--- src/rtl/arm_pipe_pkg.sv ---
// Shared types and sizing for the ARM pipeline sequencer.
package arm_pipe_pkg;

  typedef enum logic [1:0] {
    RUN      = 2'd0,
    MEM_WAIT = 2'd1,
    ERR      = 2'd2
  } state_t;

  localparam int MEM_TIMEOUT_DEF = 64;
  localparam int CNT_W_DEF       = 16;

  // The wait timer must hold values up to MEM_TIMEOUT - 1, with one bit of headroom.
  function automatic int timer_w(input int timeout);
    return $clog2(timeout) + 1;
  endfunction

  localparam int TIMER_W_DEF = timer_w(MEM_TIMEOUT_DEF);

endpackage

--- src/rtl/pipe_ctrl_sat_counter.sv ---
// Event counter that sticks at all-ones instead of wrapping.
module sat_counter #(
  parameter int W = 16
) (
  input  logic         clk,
  input  logic         rst,
  input  logic         inc,
  output logic [W-1:0] q
);

  always_ff @(posedge clk or negedge rst) begin
    if (!rst) begin
      q <= '0;
    end else if (inc && (q != '1)) begin
      q <= q + 1'b1;
    end
  end

endmodule

--- src/rtl/pipe_ctrl.sv ---
// Pipeline sequencer for the 5-stage core: turns hazard, branch and data-memory
// handshake events into per-register freeze/flush/bubble controls.
module pipe_ctrl
  import arm_pipe_pkg::*;
#(
  parameter int MEM_TIMEOUT = MEM_TIMEOUT_DEF,
  parameter int CNT_W       = CNT_W_DEF
) (
  input  logic             clk,
  input  logic             rst,
  input  logic             hazard,
  input  logic             branch_taken,
  input  logic             mem_req,
  input  logic             mem_ready,
  output logic             pc_freeze,
  output logic             ifid_freeze,
  output logic             ifid_flush,
  output logic             idex_freeze,
  output logic             idex_flush,
  output logic             exmem_freeze,
  output logic             memwb_bubble,
  output logic             mem_err,
  output logic [CNT_W-1:0] stall_cnt,
  output logic [CNT_W-1:0] flush_cnt
);

  localparam int                 TIMER_W    = timer_w(MEM_TIMEOUT);
  localparam logic [TIMER_W-1:0] TIMER_LAST = TIMER_W'(MEM_TIMEOUT - 1);

  state_t             state;
  logic [TIMER_W-1:0] timer;
  logic               hold;
  logic               decode_ok;
  logic               branch_act;

  // Memory stall outranks branch, branch outranks hazard; nothing drives while in reset.
  always_comb begin
    pc_freeze    = 1'b0;
    ifid_freeze  = 1'b0;
    ifid_flush   = 1'b0;
    idex_freeze  = 1'b0;
    idex_flush   = 1'b0;
    exmem_freeze = 1'b0;
    memwb_bubble = 1'b0;
    hold         = 1'b0;
    decode_ok    = 1'b0;
    branch_act   = 1'b0;
    if (rst) begin
      case (state)
        RUN:      begin
          hold      = mem_req && !mem_ready;
          decode_ok = !hold;
        end
        MEM_WAIT: begin
          hold      = !mem_ready;
          decode_ok = mem_ready;
        end
        ERR:      hold = 1'b1;
        default:  hold = 1'b0;
      endcase
      if (hold) begin
        pc_freeze    = 1'b1;
        ifid_freeze  = 1'b1;
        idex_freeze  = 1'b1;
        exmem_freeze = 1'b1;
        memwb_bubble = 1'b1;
      end
      if (decode_ok) begin
        if (branch_taken) begin
          ifid_flush = 1'b1;
          idex_flush = 1'b1;
          branch_act = 1'b1;
        end else if (hazard) begin
          pc_freeze   = 1'b1;
          ifid_freeze = 1'b1;
          idex_flush  = 1'b1;
        end
      end
    end
  end

  always_ff @(posedge clk or negedge rst) begin
    if (!rst) begin
      state   <= RUN;
      timer   <= '0;
      mem_err <= 1'b0;
    end else begin
      case (state)
        RUN: begin
          if (mem_req && !mem_ready) begin
            state <= MEM_WAIT;
            timer <= TIMER_W'(1);
          end
        end
        MEM_WAIT: begin
          if (mem_ready) begin
            state <= RUN;
            timer <= '0;
          end else if (timer == TIMER_LAST) begin
            state   <= ERR;
            mem_err <= 1'b1;
          end else begin
            timer <= timer + 1'b1;
          end
        end
        ERR: begin
          mem_err <= 1'b1;
        end
        default: begin
          state <= RUN;
          timer <= '0;
        end
      endcase
    end
  end

  sat_counter #(.W(CNT_W)) u_stall_cnt (
    .clk (clk),
    .rst (rst),
    .inc (pc_freeze),
    .q   (stall_cnt)
  );

  sat_counter #(.W(CNT_W)) u_flush_cnt (
    .clk (clk),
    .rst (rst),
    .inc (branch_act),
    .q   (flush_cnt)
  );

endmodule

--- config.mk ---
export PLATFORM = sky130hd
export DESIGN_NAME = pipe_ctrl
export DESIGN_NICKNAME = d
export VERILOG_FILES = /design/src/rtl/arm_pipe_pkg.sv /design/src/rtl/pipe_ctrl_sat_counter.sv /design/src/rtl/pipe_ctrl.sv
export SDC_FILE = /design/constraint.sdc
export NUM_CORES = 1
export LEC_CHECK = 0
export ABC_AREA = 1
export BUFFER_PORTS_ARGS = -buffer_cell sky130_fd_sc_hd__buf_2
export CAP_MARGIN = 20
export CORE_MARGIN = 2
export CORE_UTILIZATION = 56
export DETAILED_ROUTE_END_ITERATION = 12
export PLACE_DENSITY = 0.8
export SLEW_MARGIN = 0
export SYNTH_ARGS = -nofsm -noshare
export SYNTH_HDL_FRONTEND = slang
export SYNTH_SLANG_ARGS = --single-unit
--- constraint.sdc ---
create_clock -name clk -period 2 [get_ports clk]
set_clock_uncertainty 0.1 [all_clocks]
set_input_delay 0.3 -clock clk [delete_from_list [all_inputs] [get_ports clk]]
set_output_delay 0.3 -clock clk [all_outputs]
set_load 0.01 [all_outputs]
Word level (Yosys, flattened, before mapping)
Index checks and enable logic that the tools add are counted.
- register bits: 42
- bits in latches: 0
- RAM bits: 0
- ROM bits: 0
- bits of input ports: 6
- output and inout bits: 40
- logic and storage cells: 57
- memories: 0
- add/subtract/negate cells: 3
- multiply operators: 0
- div/mod/pow operators: 0
- order comparisons: 0
- equal/unequal tests: 10
- shift-type cells: 0
- muxes and demuxes: 28
- bitwise gates (word level): 1
- reduce and logical (&&, ||, !) cells: 10
- operators with widths (kind ; count):
    adder 16 x 1 -> 16 bit (second input constant) ; 2
    != test 16 bit (second input constant) ; 2
    2-to-1 mux 7 bit ; 3
    case mux 7 bit (3 select lines) ; 1
    2-to-1 mux 1 bit ; 17
    AND reduction 3 bit ; 3
    adder 7 x 1 -> 7 bit (second input constant) ; 1
    == test 7 x 6 -> 1 bit (second input constant) ; 1
    2-to-1 mux 2 bit ; 3
    != test 2 bit (second input constant) ; 3
    != test 3 bit (second input constant) ; 2
    case mux 2 bit (3 select lines) ; 1
    case mux 1 bit (2 select lines) ; 2
    logical AND 1 bit ; 3
    case mux 1 bit (3 select lines) ; 1
    == test 2 x 1 -> 1 bit (second input constant) ; 1
    == test 2 bit (second input constant) ; 1
    zero test 1 bit ; 2
    zero test 2 bit ; 1
    nonzero test 2 bit ; 1
    inverter 1 bit ; 1

Depth between registers and ports, before layout
Gate-level depths: netlist of the first run.
- word-level depth: 10
- gate-level depth with buffers: 10

Hierarchy
Synthesis of the first run repeated with hierarchy kept, for this count alone.
- cell total of the unflattened synthesis: 386
- area, all modules: 2771.4 um^2
- by module, submodules not included (module ; times used ; cells an instance ; area each (um^2)):
    sat_counter ; 2 ; 149 ; 1058.5
    pipe_ctrl ; 1 ; 88 ; 654.4

Worst setup path before layout of the first run
OpenSTA, ideal clock, no wires.
- kind: register to register
- start point: register u_flush_cnt.q[0]
- end point: register u_flush_cnt.q[8]
- library setup time: 121 ps
- arrival: 1405 ps
- path slack: 373 ps
- stages on the path, launching flop included: 10
- buffers on the path: 1
- path through: dfrtp_1 ha_1 nand3_1 inv_2 nand2_1 nor2_2 nor2_4 buf_6 nand2_1 o21ai_1
- word-level cells in the longest chain between the ends: 2
- elaborated cells between the ends (all ways): 3
- those cells by class: add/sub (1); eq/ne (1); reduce/logical (1)
- RTL lines (item ; line ; text):
    start, declared ; pipe_ctrl_sat_counter.sv:8 ; output logic [W-1:0] q
    start signal, assigned ; pipe_ctrl_sat_counter.sv:15 ; q <= q + 1'b1;
    branches (longest 2 deep; another with adder 16 x 1 -> 16 bit) ; n/a ;
Parallel ways; which one is timed is not known.
A chain may end at the register's enable or synchronous reset.

Final worst setup path of the first run
- start point: register state[0]
- end point: output ifid_freeze
- word-level cells in the longest chain between the ends: 8
- elaborated cells between the ends (all ways): 12
- those cells by class: eq/ne (2); mux (9); reduce/logical (1)
- RTL lines (item ; line ; text):
    start, declared ; pipe_ctrl.sv:30 ; state_t state;
    start signal, assigned ; pipe_ctrl.sv:84 ; state <= RUN;
    start signal, assigned ; pipe_ctrl.sv:91 ; state <= MEM_WAIT;
    start signal, assigned ; pipe_ctrl.sv:97 ; state <= RUN;
    == test 2 bit (tied with other cells) ; pipe_ctrl.sv:49 ; case (state)
    case mux 1 bit (3 select lines) ; pipe_ctrl.sv:49 ;
    2-to-1 mux 1 bit ; pipe_ctrl.sv:48 ; if (rst) begin
    2-to-1 mux 1 bit ; pipe_ctrl.sv:61 ; if (hold) begin
    2-to-1 mux 1 bit ; pipe_ctrl.sv:73 ; end else if (hazard) begin
    2-to-1 mux 1 bit ; pipe_ctrl.sv:69 ; if (branch_taken) begin
    2-to-1 mux 1 bit (*) ; pipe_ctrl.sv:68 ; if (decode_ok) begin
    2-to-1 mux 1 bit (*) ; pipe_ctrl.sv:48 ;
    end, declared ; pipe_ctrl.sv:16 ; output logic ifid_freeze,
Every way passes the cells marked *; elsewhere a longest branch is shown, timed or not. The select of a mux whose other input is x is not followed.

==> results of run 1 <==
==> state kept, by name (all words and copies together), names as in the netlist <==
name,cells
mem_err,1
state,2
timer,7
u_flush_cnt.q,16
u_stall_cnt.q,16
==> critical path: cells and delay by family, from the launching register on <==
family	cells	cell delay, ps
simple gates	5	630
buf+inv	1	160
flops	1	420
==> layer usage <==
metal | vias to the layer above | part of all wire, % | global-route usage [%]
met5 | - | 0 | 0
met2 | 63 | 48 | 41.1
met1 | 1152 | 46 | 31.5
met3 | 10 | 4.1 | 5.83
met4 | 0 | 1.5 | 8.81
li1 | 1244 | - | -
==> through the flow <==
step	power, W	hold slack, ps
finish	0.00282	169
floorplan	0.00190	-95.6
CTS	0.00281	165
global placement	0.00220	233
detailed placement	0.00223	241
global route	0.00302	163
==> what timing repair did <==
item | in CTS | in global routing
gates resized for setup | 0 | 0
hold buffers | 1 | 0
hold endpoints to repair | 10 | 0
setup endpoints to repair | 0 | 10
setup buffers | 0 | 3
==> cell type report <==
class / count / area (sq um)
inverters: 34 / 128
well taps: 52 / 65.1
fillers: 373 / 1420
repair buffers: 54 / 295
multi-input cells: 279 / 1360
clock inverters: 1 / 5.00
flip-flops and latches: 42 / 1050
clock buffers: 7 / 86.3
==> power by group through the flow <==
| stage | clock network (W) | logic [W] | registers [W] |
|---|---|---|---|
| after CTS | 0.000586 | 0.000981 | 0.00125 |
| final | 0.000575 | 0.000988 | 0.00125 |
| after detailed placement | 0 | 0.000971 | 0.00126 |
| after global placement | 0 | 0.000946 | 0.00125 |
| after global routing | 0.000628 | 0.00112 | 0.00128 |
| after floorplan | 0 | 0.000629 | 0.00127 |
==> worst max path at each step <==
| stage | to | depth (start not counted) | start | slack (ps) |
|---|---|---|---|---|
| final | ifid_freeze | 6 | state[0]$_DFFE_PN0P_ | 110 |
| after global routing | ifid_freeze | 6 | state[0]$_DFFE_PN0P_ | 2 |
| after CTS | ifid_freeze | 6 | state[0]$_DFFE_PN0P_ | 110 |
| after detailed placement | u_flush_cnt.q[5]$_DFFE_PN0P_ | 9 | u_flush_cnt.q[0]$_DFFE_PN0P_ | 150 |
| after global placement | u_flush_cnt.q[8]$_DFFE_PN0P_ | 9 | u_flush_cnt.q[0]$_DFFE_PN0P_ | 230 |
| after floorplan | u_flush_cnt.q[8]$_DFFE_PN0P_ | 9 | u_flush_cnt.q[0]$_DFFE_PN0P_ | 370 |
==> logic make-up (layout without fill, tap and decap cells) <==
group           Yosys count  count (layout)  share of synthesized area [%]
buf+inv                  40              96                           7.08
fa+ha+maj                 3               3                           1.45
xor+xnor                 20              20                           6.75
flops                    42              42                           40.5
simple gates            233             233                           39.2
compound gates           23              23                           5.01
==> placed cells by master (no fill, tap or decap), types with 2 or more instances in the layout <==
cell type / count
dfrtp_1: 42
o21ai_1: 13
nand2_4: 2
nand4_1: 9
nor2_2: 3
nand2_2: 2
nand3_2: 4
inv_1: 29
o21ai_0: 5
buf_2: 45
nand3_1: 25
buf_4: 8
xnor2_1: 11
nor2_4: 2
inv_2: 5
xor2_1: 9
clkbuf_8: 6
ha_1: 3
nor2_1: 35
nand2_1: 148
==> results.json, run 1 <==
{
  "synth_top_area_share_pct": 40.5,
  "fin_crit_ps": 1890,
  "synth_nets": 370,
  "cts_tree": "done",
  "grt-ovfl-total": 0,
  "tightest_slew_ps": 438,
  "setup_violations": 0,
  "area_growth_pct": 15.2,
  "design_area_sq_um": 2990,
  "p_sw_share_pct": 40.7,
  "avgSynthCellArea_sq_um": 7.19,
  "path_cells": "nor2_1 > nand2_2 > nand2_2 > nand3_2 > nand2_4 > buf_2",
  "ys_ff_latch": 42,
  "numCtsBuffers": 5,
  "synth_top_flop_cell": "dfrtp_1",
  "hold_violations": 0,
  "tns_ps": 0,
  "vias_per_cell": 5.26,
  "rows": 24,
  "drive_gt1_share_pct": 19.4,
  "critPathLaunchType": "flop",
  "core_area_sq_um": 4410,
  "crit_required_ps": 1600,
  "cp_slowest_cell": "dfrtp_1",
  "final_cells": 469,
  "pwr-share-seq_pct": 44.5,
  "slew_headroom_pct": 70.8,
  "place_inst": 457,
  "dr.pass1.iters": 5,
  "fin_ws_ps": 115,
  "synth_cell_type_count": 27,
  "cts_buffer_depth": 2,
  "cap_violations": 0,
  "fin_nets": 425,
  "worstSetupEndpointType": "output pin",
  "drtIter0Drc": 154,
  "status": "finished, final reports clean",
  "rsz0062_at_grt": "false",
  "path_clk_slew_ps": 70,
  "intPower_w": 0.00167,
  "p_sw_w": 0.00115,
  "postRouteWirelength_um": 5830,
  "clockPowerShare_pct": 20.4,
  "combPwrFrac_pct": 35.1,
  "insertedDiodeCount": 0,
  "worstPathArrival_ps": 1490,
  "ff2ff_path_depth": 9,
  "yosysWarnings": 0,
  "synth.top_cells.by_count": "nand2_1 (148), dfrtp_1 (42), nor2_1 (35)",
  "synthTopCellsByArea": "dfrtp_1 (40%), nand2_1 (21%), nor2_1 (5.1%)",
  "slowest_delay_ps": 420,
  "slew_viol_final": 0,
  "cts_root_buf": "clkbuf_8",
  "r2r-start": "u_flush_cnt.q[0]$_DFFE_PN0P_",
  "num_io_pins": 46,
  "ys_seq_area_share_pct": 40.5,
  "syn_inst": 361,
  "cp_common_cell": "nand2_2",
  "grt_pass1_vias": 2321,
  "post-place-ws_ps": 152,
  "die_x_um": 72.1,
  "clock-sinks": 42,
  "start_util_pct": 58.8,
  "clk_latency_ps": 300,
  "max_freq_mhz": 530,
  "die_h_um": 72.1,
  "async_reset_ff_share_pct": 100,
  "ir_drop_mv": 0.788,
  "htreeDepth": 2,
  "hp-start": "mem_ready",
  "grt_util_all_layers_pct": 24.7,
  "hold_end": "state[0]$_DFFE_PN0P_",
  "fin_crit_sh_pct": 94.3,
  "reg2reg_to": "u_flush_cnt.q[4]$_DFFE_PN0P_",
  "dp_hpwl_um": 4290,
  "grt_max_degree": 33,
  "critPathMaxFanout": 10,
  "post-route-util_pct": 67.8,
  "grt_pass1_wl_um": 10100,
  "dr_total_vias": 2469,
  "drtAntennaViolNets": 0,
  "reg2reg_slack_ps": 180,
  "antenna_found_initial": 0,
  "place_congestion": 0.852,
  "hp-class": "primary input to flop",
  "routedWlPerCell_um": 12.4,
  "port-buffer-count": 45,
  "power_density_nw_per_um2": 941,
  "drc_errors": 0,
  "crit_type": "flop to output pin",
  "synth_edf_count": 0,
  "dieArea_sq_um": 5200,
  "whs_path_depth": 2,
  "netlist_area_sq_um": 2600,
  "dpl-instance-area_sq_um": 2870,
  "p_leak_nw": 1.55,
  "yosysTopAreaCell": "dfrtp_1",
  "yosys.cell_count.top_type": "nand2_1"
}
Note: power is estimated with default switching activity, not from simulation.
==> run 2, diff against run 1 <==
Settings changed: SETUP_SLACK_MARGIN from default to 0.2.
==> results.json, run 2 (synthesis results as in run 1) <==
{
  "htreeDepth": 2,
  "numCtsBuffers": 5,
  "place_congestion": 0.852,
  "grt_util_all_layers_pct": 24.9,
  "wl_met3_um": 315,
  "critPathMaxFanout": 7,
  "insertedDiodeCount": 0,
  "fin_ws_ps": 243,
  "num_io_pins": 46,
  "die_h_um": 72.1,
  "post-place-ws_ps": 152,
  "rows": 24,
  "port-buffer-count": 45,
  "tightest_slew_ps": 401,
  "drive_gt1_share_pct": 21.8,
  "crit_required_ps": 2120,
  "area_growth_pct": 19.1,
  "slew_viol_final": 0,
  "reg2reg_to": "u_flush_cnt.q[4]$_DFFE_PN0P_",
  "critPathLaunchType": "flop",
  "vias_per_cell": 5.32,
  "grt-ovfl-total": 0,
  "start_util_pct": 58.8,
  "cap_violations": 0,
  "p_leak_nw": 1.58,
  "grt_pass1_vias": 2339,
  "antenna_found_initial": 0,
  "grt_pass1_wl_um": 10300,
  "crit_type": "flop to flop",
  "postRouteWirelength_um": 6120,
  "wl_met1_um": 2740,
  "slew_headroom_pct": 73.3,
  "dp_hpwl_um": 4290,
  "grt_max_degree": 33,
  "status": "finished, final reports clean",
  "clock-sinks": 42,
  "drtAntennaViolNets": 0,
  "setup_violations": 0,
  "hold_violations": 0,
  "drtIter0Drc": 208,
  "drc_errors": 0,
  "fin_crit_ps": 1760,
  "dieArea_sq_um": 5200,
  "reg2reg_slack_ps": 240,
  "layout_common_cells": "nand2_1 (148), buf_2 (45), dfrtp_1 (41)",
  "dr_wl_met2_um": 2990,
  "routedWlPerCell_um": 12.9,
  "reg_top3": "u_flush_cnt.q: 16 flops, u_stall_cnt.q: 16 flops, timer: 7 flops",
  "dr_total_vias": 2522,
  "r2r-start": "u_flush_cnt.q[0]$_DFFE_PN0P_",
  "mostFrequentLayoutCell": "nand2_1",
  "power_density_nw_per_um2": 959,
  "hp-class": "primary input to asynchronous set/reset pin",
  "cts_buffer_depth": 2,
  "die_x_um": 72.1,
  "worstSetupEndpointType": "flop",
  "dr.pass1.iters": 4,
  "fin_crit_sh_pct": 87.8,
  "rsz0062_at_grt": "true",
  "max_freq_mhz": 569,
  "ir_drop_mv": 0.604,
  "worstPathArrival_ps": 1880,
  "core_area_sq_um": 4410,
  "path_clk_slew_ps": 80,
  "cts_root_buf": "clkbuf_8",
  "fin_nets": 430,
  "fillers": 361,
  "top_layer_used": "met4",
  "clk_latency_ps": 290,
  "ff2ff_path_depth": 9,
  "cts_tree": "done",
  "tns_ps": 0
}
## run 2: worst max-delay path: stages, from the launching register on
cell and delay, ps:
dfrtp_2 440, ha_1 250, nand3_2 120, inv_2 60
nand2_1 100, nor2_2 60, nor2_4 260, buf_6 180
nand2_1 50, o21ai_1 70
## run 2: what timing repair did
action | CTS | global route
endpoints found under the hold margin | 10 | 0
gates resized for setup | 1 | 14
hold buffers | 1 | 0
setup endpoints to repair | 15 | 42
pin swaps | 2 | 4
setup buffers | 3 | 5
## run 2: worst max-delay path by stage
stage	from	end	slack [ps]	depth (start not counted)
CTS	state[0]$_DFFE_PN0P_	ifid_freeze	220	6
floorplan	u_flush_cnt.q[0]$_DFFE_PN0P_	u_flush_cnt.q[8]$_DFFE_PN0P_	370	9
global route	state[1]$_DFFE_PN0P_	ifid_freeze	160	6
global placement	u_flush_cnt.q[0]$_DFFE_PN0P_	u_flush_cnt.q[8]$_DFFE_PN0P_	230	9
finish	u_flush_cnt.q[0]$_DFFE_PN0P_	u_flush_cnt.q[4]$_DFFE_PN0P_	240	9
detailed placement	u_flush_cnt.q[0]$_DFFE_PN0P_	u_flush_cnt.q[5]$_DFFE_PN0P_	150	9
## run 2: final cells by class
type	instances	area, sq um	share of cell area (%)
repair buffers	59	348	11.3
inverters	34	130	4.21
multi-input cells	279	1410	45.4
well taps	52	65.1	2.10
flip-flops and latches	42	1050	34.0
clock inverters	1	5.00	0.162
clock buffers	7	86.3	2.79
## run 2: per-layer routing
layer / track usage, % / vias to the layer above
met3: 5.83 / 8
met2: 41.5 / 87
li1: - / 1252
met5: 0 / -
met4: 8.81 / 0
met1: 31.9 / 1175
## run 2: where the power goes
part	internal (W)	total, W	leakage (nW)	switching (W)
clock network	0.000279	0.000575	0.0482	0.000296
logic	0.000466	0.00114	0.973	0.000676
registers	0.00102	0.00125	0.561	0.000230
## run 2: through the flow
step / total power (W) / instance area [sq um] / instances / util, % / hold WS (ps)
2_1_floorplan: 0.00190 / 2600 / 361 / - / -95.6
3_3_place_gp: 0.00220 / 2870 / 457 / 65.0 / 233
3_5_place_dp: 0.00223 / 2870 / 457 / 65.0 / 241
4_1_cts: 0.00284 / 2990 / 469 / 67.8 / 31.3
5_1_grt: 0.00316 / 3090 / 474 / 70.0 / 88.7
6_report: 0.00296 / 3090 / 474 / 70.0 / 53.3
==> run 3, diff against run 2 <==
==> constraint.sdc (replaced) <==
create_clock -name clk -period 2 [get_ports clk]
set_clock_uncertainty 0.1 [all_clocks]
set_input_delay 0.2 -clock clk [delete_from_list [all_inputs] [get_ports clk]]
set_output_delay 0.2 -clock clk [all_outputs]
set_load 0.01 [all_outputs]
==> results.json, run 3 (synthesis results as in run 1) <==
{
  "place_inst": 455,
  "hold_violations": 0,
  "grt-ovfl-total": 0,
  "tns_ps": 0,
  "tightest_slew_ps": 494,
  "worstSetupEndpointType": "flop",
  "max_freq_mhz": 575,
  "dr.pass1.iters": 5,
  "drive_gt1_share_pct": 23.0,
  "worstPathArrival_ps": 1830,
  "drc_errors": 0,
  "fin_ws_ps": 261,
  "p_leak_nw": 1.58,
  "hp-class": "primary input to flop",
  "clk_latency_ps": 300,
  "hold_end": "state[0]$_DFFE_PN0P_",
  "critPathMaxFanout": 8,
  "core_area_sq_um": 4410,
  "num_io_pins": 46,
  "slew_viol_final": 0,
  "dp_hpwl_um": 4280,
  "place_congestion": 0.856,
  "reg_top3": "u_flush_cnt.q: 16 flops, u_stall_cnt.q: 16 flops, timer: 7 flops",
  "post-place-ws_ps": 141,
  "crit_type": "flop to flop",
  "mostFrequentLayoutCell": "nand2_1",
  "cts_tree": "done",
  "drtAntennaViolNets": 0,
  "drtIter0Drc": 182,
  "dpl-instance-area_sq_um": 2850,
  "grt_util_all_layers_pct": 24.9,
  "whs_path_depth": 2,
  "status": "finished, final reports clean",
  "dr_total_vias": 2591,
  "final_cells": 474,
  "ff2ff_path_depth": 9,
  "postRouteWirelength_um": 6210,
  "clock-sinks": 42,
  "numCtsBuffers": 5,
  "cts_buffer_depth": 2,
  "critPathLaunchType": "flop",
  "power_density_nw_per_um2": 926,
  "cap_violations": 0,
  "layout_common_cells": "nand2_1 (148), buf_2 (45), dfrtp_1 (38)",
  "rsz0062_at_grt": "false",
  "hp-start": "mem_ready",
  "routedWlPerCell_um": 13.1,
  "area_growth_pct": 20.4,
  "slew_headroom_pct": 67.0,
  "die_h_um": 72.1,
  "dieArea_sq_um": 5200,
  "path_clk_slew_ps": 80,
  "cts_root_buf": "clkbuf_8",
  "r2r-start": "u_flush_cnt.q[0]$_DFFE_PN0P_",
  "htreeDepth": 2,
  "fin_nets": 431,
  "rows": 24,
  "reg2reg_slack_ps": 260,
  "setup_violations": 0,
  "fin_crit_ps": 1740,
  "post-route-util_pct": 70.8,
  "fin_crit_sh_pct": 87.0,
  "die_x_um": 72.1,
  "grt_max_degree": 33,
  "crit_required_ps": 2090,
  "grt_pass1_vias": 2279,
  "design_area_sq_um": 3130,
  "ir_drop_mv": 0.651,
  "insertedDiodeCount": 0,
  "vias_per_cell": 5.47,
  "reg2reg_to": "u_flush_cnt.q[0]$_DFFE_PN0P_",
  "antenna_found_initial": 0,
  "grt_pass1_wl_um": 10100,
  "start_util_pct": 58.8,
  "port-buffer-count": 45
}
==> run 3: changes by cell type in the layout (fill, tap and decap cells not counted), moves of 2 or more <==
cell	delta
dfrtp_2	+3
dfrtp_1	-3
nor2_2	+2
nor2_1	-2
buf_4	-2
==> run 3: power by group <==
part | leakage, nW | total [W] | switching [W] | internal, W
Combinational | 0.982 | 0.00110 | 0.000660 | 0.000437
Sequential | 0.556 | 0.00127 | 0.000250 | 0.00102
Clock | 0.0438 | 0.000528 | 0.000293 | 0.000235
Total | 1.58 | 0.00289 | 0.00120 | 0.00169
==> run 3: worst max path at each step <==
stage | cells after the start | end | slack [ps] | startpoint
after floorplan | 9 | u_flush_cnt.q[8]$_DFFE_PN0P_ | 370 | u_flush_cnt.q[0]$_DFFE_PN0P_
after global placement | 9 | u_flush_cnt.q[8]$_DFFE_PN0P_ | 220 | u_flush_cnt.q[0]$_DFFE_PN0P_
after detailed placement | 9 | u_flush_cnt.q[8]$_DFFE_PN0P_ | 140 | u_flush_cnt.q[0]$_DFFE_PN0P_
after CTS | 8 | timer[0]$_DFFE_PN0P_ | 220 | timer[0]$_DFFE_PN0P_
after global routing | 10 | u_flush_cnt.q[14]$_DFFE_PN0P_ | 180 | u_flush_cnt.q[1]$_DFFE_PN0P_
final | 9 | u_flush_cnt.q[0]$_DFFE_PN0P_ | 260 | u_flush_cnt.q[0]$_DFFE_PN0P_
==> run 3: metrics by stage <==
stage,power [W],hold slack [ps]
after global placement,0.00220,18.5
after global routing,0.00309,64.2
after detailed placement,0.00223,28.2
after floorplan,0.00190,-196
final,0.00289,53.4
after CTS,0.00278,50.5
==> run 3: layout make-up <==
| type | count | area (sq um) |
|---|---|---|
| well taps | 52 | 65.1 |
| inverters | 34 | 130 |
| clock inverters | 2 | 10.0 |
| flip-flops and latches | 42 | 1060 |
| fillers | 349 | 1290 |
| repair buffers | 58 | 352 |
| multi-input cells | 281 | 1440 |
| clock buffers | 5 | 68.8 |
==> run 3: per-layer routing <==
metal,track usage (%),wire [um],up-vias
li1,-,-,1265
met1,34.0,2770,1218
met2,39.4,3000,99
met3,4.58,327,9
met4,9.64,109,0
met5,0,0,-
==> run 3: timing repair <==
action	4_1_cts	5_1_grt
endpoints found under the setup margin	14	42
setup buffers	4	4
gates cloned	0	2
pin swaps	2	2
endpoints found under the hold margin	10	0
hold buffers	2	0
gates resized for setup	0	20
==> run 3: critical path: stages, from the launching register on <==
cell and delay [ps]:
dfrtp_2 420, ha_2 220, nand3_2 100, inv_2 80, nand2_1 80, nor2_2 160, nor2_4 60, buf_12 140
buf_4 140, xor2_1 130
